<file path="src/rtl/tone_pkg.sv">
// Shared constants and types for the tone path.
//   PHASE_W      : phase width consumed by the triangle waveform stage
//   DEF_ACC_W    : default phase accumulator width
//   DEF_PRESCALE : default clock cycles per sample tick
//   phase_t      : phase value handed to the triangle stage
package tone_pkg;

  localparam int PHASE_W      = 8;
  localparam int DEF_ACC_W    = 16;
  localparam int DEF_PRESCALE = 4;

  typedef logic [PHASE_W-1:0] phase_t;

endpackage : tone_pkg

</file>
<file path="src/rtl/tick_prescaler.sv">
// Sample-rate prescaler: counts enabled clock cycles 0..PRESCALE-1 and flags
// the last cycle of each period.
//   clk    : clock, rising edge
//   rst_n  : asynchronous active-low reset
//   enable : 1 advances the count, 0 holds it
//   clear  : synchronous restart of the count (wins over enable)
//   tick   : combinational, high while enable=1 and the count is at its last value
module tick_prescaler #(
  parameter int PRESCALE = 4
) (
  input  logic clk,
  input  logic rst_n,
  input  logic enable,
  input  logic clear,
  output logic tick
);

  localparam int CNT_W = (PRESCALE > 1) ? $clog2(PRESCALE) : 1;
  localparam logic [CNT_W-1:0] LAST = CNT_W'(PRESCALE - 1);

  logic [CNT_W-1:0] r_cnt;

  // NOTE: sequential state always uses non-blocking assignments so every
  // register samples the pre-edge values of its peers.
  always_ff @(posedge clk or negedge rst_n) begin
    if (!rst_n) begin
      r_cnt <= '0;
    end else if (clear) begin
      r_cnt <= '0;
    end else if (enable) begin
      r_cnt <= (r_cnt == LAST) ? '0 : r_cnt + 1'b1;
    end
  end

  assign tick = enable && (r_cnt == LAST);

endmodule : tick_prescaler

</file>
<file path="src/rtl/phase_accumulator.sv">
// Numerically controlled phase source. Once per sample tick the accumulator
// advances by the active frequency word; new words arrive over a valid/ready
// port and only take effect on a sample boundary (or on a sync restart).
//   clk             : clock, rising edge
//   rst_n           : asynchronous active-low reset
//   enable          : 1 runs the prescaler, 0 freezes the phase
//   sync            : synchronous phase restart (accumulator and prescaler)
//   freq_word       : offered phase increment per tick
//   freq_valid      : freq_word is offered
//   freq_ready      : a word can be accepted (no word pending)
//   subsample_phase : top PHASE_W accumulator bits
//   sample_tick     : one-cycle pulse when a new phase value appears
//   wrap            : one-cycle pulse with sample_tick when the add carried out
module phase_accumulator
  import tone_pkg::*;
#(
  parameter int ACC_W    = DEF_ACC_W,
  parameter int PRESCALE = DEF_PRESCALE
) (
  input  logic             clk,
  input  logic             rst_n,
  input  logic             enable,
  input  logic             sync,
  input  logic [ACC_W-1:0] freq_word,
  input  logic             freq_valid,
  output logic             freq_ready,
  output phase_t           subsample_phase,
  output logic             sample_tick,
  output logic             wrap
);

  logic [ACC_W-1:0] r_acc;
  logic [ACC_W-1:0] r_active_freq;
  logic [ACC_W-1:0] r_pending_freq;
  logic             r_pending;
  logic             r_sample_tick;
  logic             r_wrap;

  logic             w_tick;
  logic             w_accept;
  logic [ACC_W:0]   w_sum;

  tick_prescaler #(
    .PRESCALE (PRESCALE)
  ) u_prescaler (
    .clk    (clk),
    .rst_n  (rst_n),
    .enable (enable),
    .clear  (sync),
    .tick   (w_tick)
  );

  // Carry out of the top bit is the wrap indication.
  assign w_sum    = {1'b0, r_acc} + {1'b0, r_active_freq};
  assign w_accept = freq_valid && !r_pending;

  always_ff @(posedge clk or negedge rst_n) begin
    if (!rst_n) begin
      r_acc          <= '0;
      r_active_freq  <= '0;
      // NOTE: the pending word register is reset too, so nothing stale can
      // ever be promoted after reset even though r_pending guards it.
      r_pending_freq <= '0;
      r_pending      <= 1'b0;
      r_sample_tick  <= 1'b0;
      r_wrap         <= 1'b0;
    end else begin
      r_sample_tick <= 1'b0;
      r_wrap        <= 1'b0;

      if (sync) begin
        // Restart beats the tick; a waiting word is applied at once so the
        // restarted phase runs at the newly requested rate.
        r_acc <= '0;
        if (r_pending) begin
          r_active_freq <= r_pending_freq;
          r_pending     <= 1'b0;
        end
      end else if (w_tick) begin
        // The add uses the old active word; a promoted word counts from
        // the next tick.
        {r_wrap, r_acc} <= w_sum;
        r_sample_tick   <= 1'b1;
        if (r_pending) begin
          r_active_freq <= r_pending_freq;
          r_pending     <= 1'b0;
        end
      end

      // Accept only happens with r_pending=0, so it never collides with the
      // promotion above.
      if (w_accept) begin
        r_pending_freq <= freq_word;
        r_pending      <= 1'b1;
      end
    end
  end

  assign freq_ready      = !r_pending;
  assign subsample_phase = r_acc[ACC_W-1 -: PHASE_W];
  assign sample_tick     = r_sample_tick;
  assign wrap            = r_wrap;

endmodule : phase_accumulator
</file>
<file path="config.mk">
export PLATFORM = sky130hd
export DESIGN_NAME = phase_accumulator
export DESIGN_NICKNAME = d
export VERILOG_FILES = /design/src/rtl/tone_pkg.sv /design/src/rtl/tick_prescaler.sv /design/src/rtl/phase_accumulator.sv
export SDC_FILE = /design/constraint.sdc
export NUM_CORES = 1
export LEC_CHECK = 0
export CORE_MARGIN = 4
export CORE_UTILIZATION = 45
export CTS_CLUSTER_DIAMETER = 120
export DETAILED_ROUTE_END_ITERATION = 16
export PLACE_DENSITY = 0.66
export SETUP_SLACK_MARGIN = 0.2
export SYNTH_ARGS = -nofsm -noshare
export SYNTH_HDL_FRONTEND = slang
export SYNTH_SLANG_ARGS = --single-unit
</file>
<file path="constraint.sdc">
create_clock -name clk -period 6 [get_ports clk]
set_clock_uncertainty 0.1 [all_clocks]
set_input_delay 1.2 -clock clk [delete_from_list [all_inputs] [get_ports clk]]
set_output_delay 1.2 -clock clk [all_outputs]
set_load 0.03 [all_outputs]
</file>
After elaboration in Yosys (flattened, before gate mapping)
Index checks and enable logic that the tools add are counted.
{ "totals": {"n_memories": 0, "in_bits": 21, "mem_bits_ro": 0, "output_inout_bits": 11, "regBits": 53, "ramBits": 0, "latchBits": 0} }
{ "op_classes": {"n_div": 0, "magnitude_cmp": 0, "shifts": 0, "n_addsub": 2, "n_reduce_logical": 6, "bitwise": 0, "multipliers": 0, "n_mux": 15, "n_eq_ne": 1} }
{ "op_table": {"columns": ["operator", "count"], "rows": [
  ["2-to-1 mux 16 bit", 5],
  ["adder 16 x 16 -> 17 bit", 1],
  ["2-to-1 mux 1 bit", 7],
  ["2-to-1 mux 2 bit", 3],
  ["nonzero test 2 bit", 2],
  ["nonzero test 3 bit", 1],
  ["adder 2 x 1 -> 2 bit, second input constant", 1],
  ["equality test 2 bit, second input constant", 1],
  ["logical AND 1 bit", 2],
  ["logical NOT 1 bit", 1]
]} }

Depth between registers and ports, before layout
{ "logic_depth": {"ltp_word": 5, "depth_mapped": 9, "ltp_nobuf": 9} }

By module
A second synthesis with hierarchy kept.
{ "unflattened": {"cells_unflattened": 252, "hier_area_um2": 2877.8} }
{ "modules_own_cells": {"columns": ["mod", "cells_each", "instances", "area_each_um2"], "rows": [
  ["phase_accumulator", 243, 1, 2771.4],
  ["tick_prescaler", 9, 1, 106.4]
]} }

Least setup slack after synthesis
No wires, ideal clock.
{ "synth_timing": {"path_kind": "in2reg", "startpoint": "input enable", "endpoint": "register r_active_freq[10]", "n_path_buf": 2, "t_required_ns": 5.775, "arrival_ns": 2.426, "path_stages": 5, "slack_ns": 3.350, "setup_ns": 0.125, "path_cell_list": "a21oi_1 nand2b_1 buf_2 buf_4 mux2_2"} }
{ "synth_via": {"elab_chain_len": 2} }
{ "synth_lines": {"columns": ["item", "line_no", "rtl"], "rows": [
  ["start, declared", "phase_accumulator.sv:22", "input logic enable,"],
  ["logical AND 1 bit", "tick_prescaler.sv:35", "assign tick = enable && (r_cnt == LAST);"],
  ["nonzero test 2 bit (no source line)", null, null],
  ["end signal, assigned", "phase_accumulator.sv:76", "r_active_freq <= r_pending_freq;"],
  ["end signal, assigned", "phase_accumulator.sv:85", "r_active_freq <= r_pending_freq;"],
  ["end, declared", "phase_accumulator.sv:33", "logic [ACC_W-1:0] r_active_freq;"]
]} }
Every way passes these cells.
A chain may end at the register's enable or synchronous reset.

Worst setup path after layout
{ "layout_timing": {"startpoint": "input enable", "endpoint": "register r_active_freq[12]"} }
Same word-level chain as after synthesis.

==> results.sh <==
export IMPL_timing_critical_path_slowest_cell_delay_ns=0.62
export IMPL_area_growth_synth_to_final_pct=15.5
export IMPL_design_area_sq_um=3200
export IMPL_status="finished, final reports clean"
export IMPL_clk_buf_depth=2
export IMPL_fin_setup_tns_ns=0
export IMPL_cts_tree="done"
export IMPL_layout_core_utilization_pct=53.8
export IMPL_drt_pre_antenna_iters=4
export IMPL_avgSynthCellArea_sq_um=11.4
export IMPL_finalWeightedCongestion=0.830
export IMPL_post_cts_buffers=0
export IMPL_powerDensity_nw_per_um2=306
export IMPL_finalHoldViolCount=0
export IMPL_clock_tree_root_cell="sky130_fd_sc_hd__clkbuf_8"
export IMPL_crit_buf_inv=2
export IMPL_setup_viol=0
export IMPL_worst_hold_path_num_cells=2
export IMPL_timing_critical_path_required_ns=6.10
export IMPL_first_pass_grt_wire_length_um=8180
export IMPL_p_sw_mw=0.312
export IMPL_worstHoldEndpoint="r_acc[7]$_DFFE_PN0N_"
export IMPL_synth_warnings=0
export IMPL_wirelength_um=4860
export IMPL_antenna_found_initial=0
export IMPL_synth_main_ff_cell="sky130_fd_sc_hd__dfrtp_1"
export IMPL_track_usage_pct=13.8
export IMPL_timing_max_slew_rel_slack_pct=50.9
export IMPL_row_count=28
export IMPL_setup_worst_path_end_class="flop"
export IMPL_cp_max_fo=19
export IMPL_cts_htree_levels=2
export IMPL_ys_ff_latch=53
export IMPL_finalNetCount=309
export IMPL_synth_top_area_cell="sky130_fd_sc_hd__dfrtp_1"
export IMPL_timing_reg2reg_worst_path_depth=9
export IMPL_crit_path_start_kind="primary input"
export IMPL_dr_total_vias=1857
export IMPL_grt_setup_unrepaired="false"
export IMPL_initialDrtViolationCount=57
export IMPL_core_region_area_sq_um=5960
export IMPL_worst_setup_path_type="in2reg"
export IMPL_most_common_library_cell_in_the_layout_ignoring_fill_and_taps="sky130_fd_sc_hd__dfrtp_1"
export IMPL_cap_viol_max_count=0
export IMPL_start_point_of_the_worst_min_delay_path="r_acc[7]$_DFFE_PN0N_"
export IMPL_synth_lib_cells_used_distinct=42
export IMPL_hpwlAfterDp_um=3550
export IMPL_commonest_cells_after_routing_fill_and_taps_aside="sky130_fd_sc_hd__dfrtp_1, sky130_fd_sc_hd__mux2_2, sky130_fd_sc_hd__clkdlybuf4s50_1"
export IMPL_cellInternalPower_mw=0.668
export IMPL_power_share_sequential_pct=49.2
export IMPL_diodes=0
export IMPL_critical_path_top_delay_family="buffers and inverters"
export IMPL_post_cts_resized=0
export IMPL_reg_to_reg_startpoint="r_acc[0]$_DFFE_PN0N_"
export IMPL_drive_above_1_share_pct=17.7
export IMPL_clk_insertion_delay_late_ns=0.31
export IMPL_ant_nets=0
export IMPL_p_comb_share_pct=29.5
export IMPL_portBuffers=31
export IMPL_mappedNetlistNets=282
export IMPL_largest_cells_by_area_after_synthesis="sky130_fd_sc_hd__dfrtp_1, sky130_fd_sc_hd__mux2_2, sky130_fd_sc_hd__ha_1, sky130_fd_sc_hd__a21oi_1, sky130_fd_sc_hd__xor2_1"
export IMPL_critical_path_data_arrival_time_ns=3.16
export IMPL_min_delay_path_class="reg2reg"
export IMPL_period_share_pct=51.0
export IMPL_clock_sinks=53
export IMPL_fp_dieH_um=86.5
export IMPL_layout_min_cycle_time_ns=3.06
export IMPL_number_of_global_route_vias_before_repair=1753
export IMPL_synth_edff_count=0
export IMPL_power_clock_fraction_pct=21.2
export IMPL_synthesis_instances=243
export IMPL_fmaxAchievable_mhz=327
export IMPL_asyncSetResetFlopFracSynth_pct=100
export IMPL_cts_hold_repair_buffers=0
export IMPL_die_width_um=86.5
export IMPL_critical_path_cell_chain="clkdlybuf4s50_1 -> a21oi_1 -> buf_4 -> nand2b_1 -> mux2_2"
export IMPL_wl_per_cell_um=14.1
export IMPL_design_portCount=32
export IMPL_total_leakage_power_nw=1.43
export IMPL_maximum_number_of_pins_on_one_net_before_global_route_repair=54
export IMPL_detail_route_drc_violations=0
export IMPL_cpMaxStageDelayCell="sky130_fd_sc_hd__nand2b_1"
export IMPL_max_slew_worst_pin_slew_ns=0.736
export IMPL_clk_pin_slew_ns=0.10
export IMPL_detailed_place_area_sq_um=3110
export IMPL_synth_top_cell_area_share_pct=47.8
export IMPL_synth_seq_area_share_pct=47.8
export IMPL_initial_core_util_pct=46.6
export IMPL_timing_reg2reg_setup_slack_ns=3.45
export IMPL_max_vdd_ir_drop_v=0.000166
export IMPL_cts_inserted_buffers=5
export IMPL_mappedNetlistArea_sq_um=2780
export IMPL_max_slew_violation_total_from_the_final_report=0
export IMPL_r2r_end="r_acc[14]$_DFFE_PN0N_"
export IMPL_power_share_switching_pct=31.8
export IMPL_design_die_area_sq_um=7490
export IMPL_route_detailed_vias_per_inst=5.37
export IMPL_total_congestion_overflow_after_global_routing=0
export IMPL_timing_hold_ws_ns=0.396
==> worst min-delay path, cell delays in order (launching register included) <==
cell	delay, ns
sky130_fd_sc_hd__dfrtp_1	0.36
sky130_fd_sc_hd__nand2_1	0.05
sky130_fd_sc_hd__o41ai_1	0.06
==> flip-flops by register name, indices dropped and copies added (netlist names) <==
signal,flops
wrap,1
r_acc,16
r_pending,1
r_pending_freq,16
sample_tick,1
r_active_freq,16
u_prescaler.r_cnt,2
==> power groups by stage <==
stage | registers, mW | logic [mW] | clock network, mW
detailed placement | 0.491 | 0.290 | 0
global placement | 0.488 | 0.281 | 0
global route | 0.493 | 0.326 | 0.230
finish | 0.482 | 0.289 | 0.208
floorplan | 0.470 | 0.231 | 0
CTS | 0.483 | 0.292 | 0.217
==> synth_stat cells (all sizes together) (3+ instances only) <==
cell type	instances
a21o	7
o21ai	16
buf	10
o21a	3
nand2	18
a21oi	15
clkbuf	4
nor2b	3
a31oi	4
inv	10
ha	17
o211ai	5
nor2	4
a211oi	3
nand2b	5
and3	4
xor2	8
mux2	32
dfrtp	53
==> logic make-up (layout without fill, tap and decap cells) <==
logic type / after synthesis / in the layout / synth area share (%)
AOI/OAI and AO/OA: 64 / 64 / 15.5
DFF: 53 / 53 / 47.8
and+or+nand+nor: 41 / 41 / 7.35
muxes: 33 / 33 / 13.3
buffers and inverters: 24 / 52 / 4.51
adders and majority gates: 18 / 18 / 8.39
xor gates and xnor gates: 10 / 10 / 3.16
==> layout make-up <==
type / instances / area [sq um]
Fill cell: 568 / 2750
Sequential cell: 53 / 1330
Multi-Input combinational cell: 166 / 1320
Timing Repair Buffer: 34 / 328
Tap cell: 75 / 93.8
Clock buffer: 5 / 68.8
Inverter: 10 / 37.5
Clock inverter: 3 / 26.3
==> how the worst max path moves through the flow <==
stage	startpoint	to	slack, ns	cells after the start
global placement	enable	r_active_freq[14]$_DFFE_PN0P_	2.61	5
finish	enable	r_active_freq[12]$_DFFE_PN0P_	2.94	5
floorplan	enable	r_active_freq[10]$_DFFE_PN0P_	3.35	5
global route	enable	r_active_freq[13]$_DFFE_PN0P_	2.83	5
CTS	enable	r_active_freq[12]$_DFFE_PN0P_	2.91	5
detailed placement	enable	r_active_freq[5]$_DFFE_PN0P_	2.58	5
==> metal layers <==
metal | wire length (um) | track usage [%] | part of all wire, % | up-vias
li1 | - | - | - | 926
met1 | 2500 | 19.4 | 51 | 887
met2 | 2070 | 21.5 | 43 | 36
met3 | 229 | 3.14 | 4.7 | 8
met4 | 57 | 4.11 | 1.2 | 0
met5 | 0 | 0 | 0 | -
==> metrics by stage <==
stage	total power, mW	setup WS (ns)	std cells
after CTS	0.992	2.91	346
after floorplan	0.701	3.35	243
after global placement	0.769	2.61	338
after global routing	1.05	2.83	346
final	0.979	2.94	346
after detailed placement	0.781	2.58	338
(Power assumes the default switching activity.)
